==> config.mk <==
export PLATFORM = sky130hd
export DESIGN_NAME = imm_extend_stage_flat
export DESIGN_NICKNAME = d
export VERILOG_FILES = /design/src/rtl/imm_ext_pkg.sv /design/src/rtl/imm_extend_stage_if.sv /design/src/rtl/imm_ext_core.sv /design/src/rtl/imm_extend_stage.sv /design/src/flat_wrapper.sv
export SDC_FILE = /design/constraint.sdc
export NUM_CORES = 1
export LEC_CHECK = 0
export CAP_MARGIN = 20
export CORE_MARGIN = 4
export CORE_UTILIZATION = 45
export CTS_CLUSTER_DIAMETER = 200
export DETAILED_ROUTE_END_ITERATION = 6
export PLACE_DENSITY_LB_ADDON = 0.25
export REMOVE_ABC_BUFFERS = 1
export SETUP_SLACK_MARGIN = 0.05
export SYNTH_ARGS = -nofsm -noshare
export SYNTH_HDL_FRONTEND = slang
export SYNTH_SLANG_ARGS = --single-unit
==> constraint.sdc <==
create_clock -name i_clk -period 2.3 [get_ports i_clk]
set_input_delay 0.46 -clock i_clk [delete_from_list [all_inputs] [get_ports i_clk]]
set_output_delay 0.46 -clock i_clk [all_outputs]
set_load 0.01 [all_outputs]
==> src/rtl/imm_ext_pkg.sv <==
// Shared definitions for the immediate extender.
// Holds the extension mode codes and the skid buffer state encoding.
package imm_ext_pkg;

  localparam logic [2:0] MODE_SIGN   = 3'd0;
  localparam logic [2:0] MODE_ZERO   = 3'd1;
  localparam logic [2:0] MODE_UPPER  = 3'd2;
  localparam logic [2:0] MODE_BRANCH = 3'd3;
  localparam logic [2:0] MODE_SHAMT  = 3'd4;

  typedef enum logic [1:0] {
    ST_EMPTY = 2'd0,
    ST_ONE   = 2'd1,
    ST_TWO   = 2'd2
  } state_t;

endpackage

==> src/rtl/imm_extend_stage_if.sv <==
// Handshake bundle for the immediate extender.
//   i_valid/o_ready/i_imm/i_mode : upstream beat into the extender
//   o_valid/i_ready/o_ext/o_mode_err : downstream beat out of the extender
// slave  : the extender side
// master : the environment driving the extender
interface imm_extend_stage_if #(
  parameter int NBITS   = 16,
  parameter int EXTBITS = 32
);
  logic               i_valid;
  logic               o_ready;
  logic [NBITS-1:0]   i_imm;
  logic [2:0]         i_mode;
  logic               o_valid;
  logic               i_ready;
  logic [EXTBITS-1:0] o_ext;
  logic               o_mode_err;

  modport slave (
    input  i_valid, i_imm, i_mode, i_ready,
    output o_ready, o_valid, o_ext, o_mode_err
  );

  modport master (
    output i_valid, i_imm, i_mode, i_ready,
    input  o_ready, o_valid, o_ext, o_mode_err
  );
endinterface

==> src/rtl/imm_ext_core.sv <==
// Combinational immediate extension mux.
//   i_imm  : raw NBITS immediate
//   i_mode : extension mode (codes from imm_ext_pkg)
//   o_ext  : EXTBITS extended value (0 for an illegal mode)
//   o_err  : high when i_mode is not a defined mode
module imm_ext_core
  import imm_ext_pkg::*;
#(
  parameter int NBITS     = 16,
  parameter int EXTBITS   = 32,
  parameter int SHAMTBITS = 5
) (
  input  logic [NBITS-1:0]   i_imm,
  input  logic [2:0]         i_mode,
  output logic [EXTBITS-1:0] o_ext,
  output logic               o_err
);

  logic [EXTBITS-1:0] sign_ext;

  // Sign extension: low bits copy the immediate, upper bits copy its MSB.
  for (genvar gi = 0; gi < EXTBITS; gi++) begin : g_sext
    if (gi < NBITS) begin : g_low
      assign sign_ext[gi] = i_imm[gi];
    end else begin : g_high
      assign sign_ext[gi] = i_imm[NBITS-1];
    end
  end

  always_comb begin
    o_ext = '0;
    o_err = 1'b0;
    case (i_mode)
      MODE_SIGN:   o_ext = sign_ext;
      MODE_ZERO:   o_ext = {{(EXTBITS-NBITS){1'b0}}, i_imm};
      MODE_UPPER:  o_ext = {i_imm, {(EXTBITS-NBITS){1'b0}}};
      // Word offset: the two bits shifted out of the top are discarded.
      MODE_BRANCH: o_ext = {sign_ext[EXTBITS-3:0], 2'b00};
      MODE_SHAMT:  o_ext = {{(EXTBITS-SHAMTBITS){1'b0}}, i_imm[SHAMTBITS-1:0]};
      default:     o_err = 1'b1;
    endcase
  end

endmodule

==> src/rtl/imm_extend_stage.sv <==
// Registered multi-mode immediate extender with a 2-entry skid buffer.
//   i_clk, i_reset : clock and synchronous active-high reset
//   i_flush        : synchronous flush, drops everything held and any beat offered
//   bus            : input beat (i_valid/o_ready/i_imm/i_mode) and output beat
//                    (o_valid/i_ready/o_ext/o_mode_err)
// o_ready depends only on registered state, never on i_ready.
module imm_extend_stage
  import imm_ext_pkg::*;
#(
  parameter int NBITS     = 16,
  parameter int EXTBITS   = 32,
  parameter int SHAMTBITS = 5
) (
  input  logic                i_clk,
  input  logic                i_reset,
  input  logic                i_flush,
  imm_extend_stage_if.slave   bus
);

  state_t             state_q, state_d;
  logic [EXTBITS-1:0] main_ext_q, main_ext_d;
  logic               main_err_q, main_err_d;
  logic [EXTBITS-1:0] skid_ext_q, skid_ext_d;
  logic               skid_err_q, skid_err_d;

  logic [EXTBITS-1:0] new_ext;
  logic               new_err;
  logic               in_fire;
  logic               out_fire;

  imm_ext_core #(
    .NBITS    (NBITS),
    .EXTBITS  (EXTBITS),
    .SHAMTBITS(SHAMTBITS)
  ) u_core (
    .i_imm (bus.i_imm),
    .i_mode(bus.i_mode),
    .o_ext (new_ext),
    .o_err (new_err)
  );

  assign in_fire  = bus.i_valid && (state_q != ST_TWO);
  assign out_fire = (state_q != ST_EMPTY) && bus.i_ready;

  always_comb begin
    state_d    = state_q;
    main_ext_d = main_ext_q;
    main_err_d = main_err_q;
    skid_ext_d = skid_ext_q;
    skid_err_d = skid_err_q;
    if (i_flush) begin
      state_d    = ST_EMPTY;
      main_ext_d = '0;
      main_err_d = 1'b0;
      skid_ext_d = '0;
      skid_err_d = 1'b0;
    end else begin
      case (state_q)
        ST_EMPTY: begin
          if (in_fire) begin
            state_d    = ST_ONE;
            main_ext_d = new_ext;
            main_err_d = new_err;
          end
        end
        ST_ONE: begin
          if (in_fire && out_fire) begin
            main_ext_d = new_ext;
            main_err_d = new_err;
          end else if (in_fire) begin
            // Downstream stalled: park the new beat behind the held one.
            state_d    = ST_TWO;
            skid_ext_d = new_ext;
            skid_err_d = new_err;
          end else if (out_fire) begin
            // Clear so an idle output never shows a stale error flag.
            state_d    = ST_EMPTY;
            main_ext_d = '0;
            main_err_d = 1'b0;
          end
        end
        ST_TWO: begin
          if (out_fire) begin
            state_d    = ST_ONE;
            main_ext_d = skid_ext_q;
            main_err_d = skid_err_q;
          end
        end
        default: state_d = ST_EMPTY;
      endcase
    end
  end

  always_ff @(posedge i_clk) begin
    if (i_reset) begin
      state_q    <= ST_EMPTY;
      main_ext_q <= '0;
      main_err_q <= 1'b0;
      skid_ext_q <= '0;
      skid_err_q <= 1'b0;
    end else begin
      state_q    <= state_d;
      main_ext_q <= main_ext_d;
      main_err_q <= main_err_d;
      skid_ext_q <= skid_ext_d;
      skid_err_q <= skid_err_d;
    end
  end

  assign bus.o_valid    = (state_q != ST_EMPTY);
  assign bus.o_ready    = (state_q != ST_TWO);
  assign bus.o_ext      = main_ext_q;
  assign bus.o_mode_err = main_err_q;

endmodule

==> src/flat_wrapper.sv <==
// flat-port wrapper written by rule: the top's interface ports become plain ports
module imm_extend_stage_flat import imm_ext_pkg::*;
#(
  parameter int NBITS     = 16,
  parameter int EXTBITS   = 32,
  parameter int SHAMTBITS = 5
)
  (i_clk, i_reset, i_flush, bus_i_valid, bus_i_imm, bus_i_mode, bus_i_ready, bus_o_ready, bus_o_valid, bus_o_ext, bus_o_mode_err);
  imm_extend_stage_if #(.NBITS(NBITS), .EXTBITS(EXTBITS)) bus_i ();
  input  logic i_clk;
  input  logic i_reset;
  input  logic i_flush;
  input wire logic [$bits(bus_i.i_valid)-1:0] bus_i_valid;
  input wire logic [$bits(bus_i.i_imm)-1:0] bus_i_imm;
  input wire logic [$bits(bus_i.i_mode)-1:0] bus_i_mode;
  input wire logic [$bits(bus_i.i_ready)-1:0] bus_i_ready;
  output wire logic [$bits(bus_i.o_ready)-1:0] bus_o_ready;
  output wire logic [$bits(bus_i.o_valid)-1:0] bus_o_valid;
  output wire logic [$bits(bus_i.o_ext)-1:0] bus_o_ext;
  output wire logic [$bits(bus_i.o_mode_err)-1:0] bus_o_mode_err;
  assign bus_i.i_valid = bus_i_valid;
  assign bus_i.i_imm = bus_i_imm;
  assign bus_i.i_mode = bus_i_mode;
  assign bus_i.i_ready = bus_i_ready;
  assign bus_o_ready = bus_i.o_ready;
  assign bus_o_valid = bus_i.o_valid;
  assign bus_o_ext = bus_i.o_ext;
  assign bus_o_mode_err = bus_i.o_mode_err;
  imm_extend_stage #(.NBITS(NBITS), .EXTBITS(EXTBITS), .SHAMTBITS(SHAMTBITS)) u_core (.i_clk(i_clk), .i_reset(i_reset), .i_flush(i_flush), .bus(bus_i));
endmodule
==> results.toml, run 1 <==
[detailed_routing]
drt-pass1-iter-count = 4
drc_errors = 0
ant_nets = 0
wirelength_mm = 8.83
dr_total_vias = 3181
wl_per_cell_um = 15.8
vias_per_cell = 5.69
drtIter0Drc = 175

[global_routing]
grt_pass1_wl_mm = 14.5
grt_use_met2_pct = 32.0
grt_pass1_vias = 2985
overflow = 0
antenna_found_initial = 0
met1_usage_pct = 26.4
grt_busiest_layer = "met2"
grt.total_usage_pct = 20.1
grt_max_degree = 69
use_met3_pct = 6.18

[yosys]
yosysUniqueCellTypes = 35
syn_area_um2 = 3500
yosys.area.top_type = "dfxtp_1"
synthCells = 413
async_flop_share_pct = 0
ys_ff_latch = 68
synth_edf_count = 0
synth.avg_cell_area_um2 = 8.47
synth_top_area_share_pct = 38.9
synth_area_leaders = "dfxtp_1, a21oi_1, nand2_1"
yosys_warnings = 0
ys.flop_type = "dfxtp_1"
yosysSeqAreaShare_pct = 38.9

[place]
place_inst = 543
pre_cts_ws_ps = -17.1
hpwlAfterDp_mm = 5.76
io_buffer_count = 58
gp_congestion = 0.807

[setup_path]
cp.arrival_ps = 1650
crit_required_ps = 1840
cp-end-kind = "output port"
crit_type = "reg -> out"
cp_max_fo = 5
reg2reg_depth = 7
startpoint_type = "flop"

[timing]
setup_ws_ps = 189
relSlewSlack_pct = 50.1
finalClockSkew_ps = 6.99
tns_ps = 0
min_period_over_period_pct = 91.8
rsz0062_at_grt = "no"
fmax_mhz = 474
hold_slack_ps = 456
period_minus_slack_ps = 2110
tightest_slew_ps = 749
setup_viol = 0
hold_viol = 0
slew_viol_final = 0

[die]
start_util_pct = 47.2
die-area_um2 = 9250
core_um2 = 7410
rows = 31
die_h_um = 96.2
die_width_um = 96.2
io_pins = 59

[clocking]
ctsRootBufferMaster = "clkbuf_8"
cts.sinks = 68
cts_tree = "done"
clkSlewWorstSetupHoldPaths_ps = 70
cts_resized = 0
cts.path.max_buffers = 2
cts_inserted_buffers = 9
cts_hold_buf = 0
postCtsSetupBuffers = 0
clk_latency_ps = 350
cts-htree-levels = 3

[flow_run]
drv_cap = 0

[finish]
most-common-layout-cells = "a21oi_1, dfxtp_1, nand2_1"
fin_cells = 559
area_growth_pct = 25.3
final_common_cell = "a21oi_1"
diodes = 0
drive_gt1_share_pct = 15.7
nets = 484

[power_and_ir_drop]
p_per_area_nw_per_um2 = 644
ir_worst_vdd_v = 0.000376
power.leakage_nw = 1.47

[min_path]
min_path_type = "reg -> reg"
whs_path_depth = 2

[status]
run_status = "finished clean"
final timing paths:
| check | startpoint | slack, ps | endpoint |
|---|---|---|---|
| worst max-delay path | u_core.state_q[0] | 190 | bus_o_valid |
| worst min-delay path | u_core.skid_ext_q[1] | 460 | u_core.skid_ext_q[1] |
| worst max register to register | u_core.state_q[0] | 460 | u_core.bus.o_mode_err |
| worst min register to register | u_core.skid_ext_q[1] | 460 | u_core.skid_ext_q[1] |
worst max-delay path, stage by stage, from the launching register on:
cell	delay, ps
dfxtp_2	360
inv_1	80
ha_1	240
inv_1	80
clkdlybuf4s50_1	530
metal layers:
| metal | up-vias | share of wire, % |
|---|---|---|
| li1 | 1575 | - |
| met1 | 1502 | 44 |
| met2 | 92 | 48 |
| met3 | 12 | 6.9 |
| met4 | 0 | 1.1 |
| met5 | - | 0 |
synthesized netlist by cell type (2+ instances only):
| cell type | instances |
|---|---|
| buf_6 | 2 |
| o211ai_1 | 2 |
| ha_1 | 5 |
| a22o_1 | 3 |
| nor2b_1 | 3 |
| nand2b_1 | 14 |
| a22oi_2 | 10 |
| dfxtp_1 | 68 |
| nor2_1 | 2 |
| a21oi_1 | 81 |
| a22oi_1 | 20 |
| clkbuf_2 | 2 |
| buf_4 | 2 |
| a32oi_1 | 2 |
| buf_2 | 14 |
| o21ai_2 | 11 |
| a211oi_2 | 11 |
| nand3_1 | 13 |
| a211oi_1 | 21 |
| inv_1 | 4 |
| clkbuf_1 | 24 |
| mux2i_1 | 16 |
| o21ai_0 | 7 |
| nand2_1 | 64 |
| and2_1 | 2 |
report_power, final:
group,leakage (nW),internal [mW],switching (mW)
sequential,0.552,1.21,0.0197
clock,0.109,0.606,0.471
combinational,0.810,0.232,0.278
cell type report:
class                   count  area [um2]
flip-flops and latches     68        1360
repair buffers             75         746
clock buffers               9         124
well taps                  99         124
multi-input cells         296        1910
clock inverters             7        91.3
fillers                   667        3030
inverters                   5        18.8
stage by stage:
step                power, mW  instance area (um2)  utilization (%)
floorplan                1.53                 3290                -
global placement         1.77                 4160             56.2
detailed placement       1.77                 4160             56.2
CTS                      2.84                 4380             59.1
global route             2.94                 4380             59.1
finish                   2.82                 4380             59.1
sequential cells by signal (all words and copies together), names as in the netlist:
signal                 count
u_core.skid_ext_q         32
u_core.state_q             2
u_core.bus.o_ext          32
u_core.skid_err_q          1
u_core.bus.o_mode_err      1
cells by family (layout without fill, tap and decap cells):
family,count (synthesis),in the layout,synth area share [%]
compound gates,170,170,34.2
fa+ha+maj,5,5,1.79
buf+inv,49,96,6.48
flops,68,68,38.9
mux,16,16,4.58
simple gates,105,105,14.0
(Power assumes the default switching activity.)
==> run 2, diff against run 1 <==
Settings changed: CORE_UTILIZATION 45 to 53.
==> results.toml, run 2 (synthesis results as in run 1) <==
[global_routing]
grt.total_usage_pct = 24.7
grt_pass1_vias = 3175
antenna_found_initial = 0
overflow = 0
grt_max_degree = 69
grt_pass1_wl_mm = 15.4

[status]
run_status = "finished clean"

[detailed_routing]
ant_nets = 0
drtIter0Drc = 298
top_layer_used = "met4"
dr_total_vias = 3249
drc_errors = 0
wl_met3_um = 524
vias_per_cell = 6.04
wirelength_mm = 9.41
drt-pass1-iter-count = 7
wl_per_cell_um = 17.5
dr_wl_met2_mm = 4.68
wl_met1_mm = 4.00

[finish]
diodes = 0
nets = 485
finish.utilization_pct = 69.6
most-common-layout-cells = "a21oi_1, dfxtp_1, nand2_1"
area_growth_pct = 27.1
drive_gt1_share_pct = 15.2
final_common_cell = "a21oi_1"
fin_cells = 538

[timing]
min_period_over_period_pct = 92.8
slew_viol_final = 0
setup_viol = 0
hold_viol = 0
period_minus_slack_ps = 2130
hold_slack_ps = 458
fmax_mhz = 469
tightest_slew_ps = 540
relSlewSlack_pct = 64.0
finalClockSkew_ps = 11.6
rsz0062_at_grt = "no"

[clocking]
cts.sinks = 68
cts_tree = "done"
cts-htree-levels = 3
clk_latency_ps = 350
ctsRootBufferMaster = "clkbuf_8"
cts_inserted_buffers = 9
postCtsSetupBuffers = 0
cts.path.max_buffers = 2
clkSlewWorstSetupHoldPaths_ps = 70
cts_hold_buf = 0

[place]
gp_congestion = 0.810
hpwlAfterDp_mm = 5.73
io_buffer_count = 58
place_inst = 522

[power_and_ir_drop]
p_sw_mw = 0.779
power_switching_share_pct = 25.5
comb_power_share_pct = 17.2
p_int_mw = 2.28
p_per_area_nw_per_um2 = 689
ir_worst_vdd_v = 0.000461
power.leakage_nw = 1.51
clkPwrFrac_pct = 42.5
p_seq_share_pct = 40.3

[die]
die-area_um2 = 7960
rows = 29
io_pins = 59
core_um2 = 6390
die_width_um = 89.2
start_util_pct = 54.8
die_h_um = 89.2

[setup_path]
cp_cell_sequence = "inv_1, ha_1, inv_1, clkdlybuf4s50_1"
crit_required_ps = 1840
startpoint_type = "flop"
critPathMaxStageDelay_ps = 530
cp.arrival_ps = 1670
cp-end-kind = "output port"
cp_max_fo = 5
cp_slowest_cell = "clkdlybuf4s50_1"
crit_type = "reg -> out"
crit_top_cell = "inv_1"

[min_path]
min_path_type = "reg -> reg"

[flow_run]
drv_cap = 0
run 2: changes by cell type in the layout (fill, tap and decap cells not counted):
cell       before  now
dfxtp_1        66   67
clkbuf_1        0    1
buf_4          14   12
ha_1            4    5
bufinv_16       2    4
ha_2            1    0
dfxtp_2         2    1
buf_12          3    6
clkinv_2        3    0
run 2: power by group through the flow:
stage	logic (mW)	clock network (mW)	registers [mW]
global route	0.569	1.37	1.24
floorplan	0.256	0	1.27
global placement	0.512	0	1.26
detailed placement	0.519	0	1.26
finish	0.525	1.30	1.23
CTS	0.524	1.32	1.23
run 2: critical path, delay by kind of cell, from the launching register on:
family / cells / cell delay, ps
fa+ha+maj: 1 / 230
buf+inv: 3 / 710
flops: 1 / 400
run 2: cell type report:
cell class | instances | area [um2]
fill | 509 | 1940
timing repair buffer | 76 | 791
clock buffer | 10 | 128
tap | 77 | 96.3
sequential | 68 | 1360
multi-input combinational | 296 | 1910
inverter | 5 | 18.8
clock inverter | 6 | 136
run 2: what timing repair did:
item                                   CTS  global route
resized for setup                        0             1
endpoints found under the hold margin    0             0
setup endpoints to repair                0             2
run 2: worst paths after layout:
path / start / endpoint / slack (ps) / cells past startpoint
setup / recovery: u_core.state_q[1] / bus_o_valid / 170 / 4
hold reg to reg: u_core.skid_ext_q[15] / u_core.skid_ext_q[15] / 460 / 2
hold / removal: u_core.skid_ext_q[15] / u_core.skid_ext_q[15] / 460 / 2
setup reg to reg: u_core.state_q[0] / u_core.bus.o_ext[1] / 350 / 7
run 2: per-layer routing:
metal,global-route usage (%),up-vias
met5,0,-
met4,10.6,0
met3,4.42,17
met2,41.7,112
met1,30.8,1542
li1,-,1578
run 2: stage by stage:
| stage | setup slack (ps) | area, um2 | total power [mW] | TNS, ps |
|---|---|---|---|---|
| after floorplan | -464 | 3290 | 1.53 | -14310 |
| after global placement | 105 | 4180 | 1.77 | 0 |
| after detailed placement | 77.9 | 4180 | 1.78 | 0 |
| after CTS | 82.2 | 4440 | 3.08 | 0 |
| after global routing | 76.4 | 4440 | 3.18 | 0 |
| final | 166 | 4440 | 3.06 | 0 |
==> run 3, diff against run 2 <==
Settings changed: HOLD_SLACK_MARGIN set to 0.02.
==> results of run 3 <==
No change in the layout: final DEF, timing and power equal those of run 2.
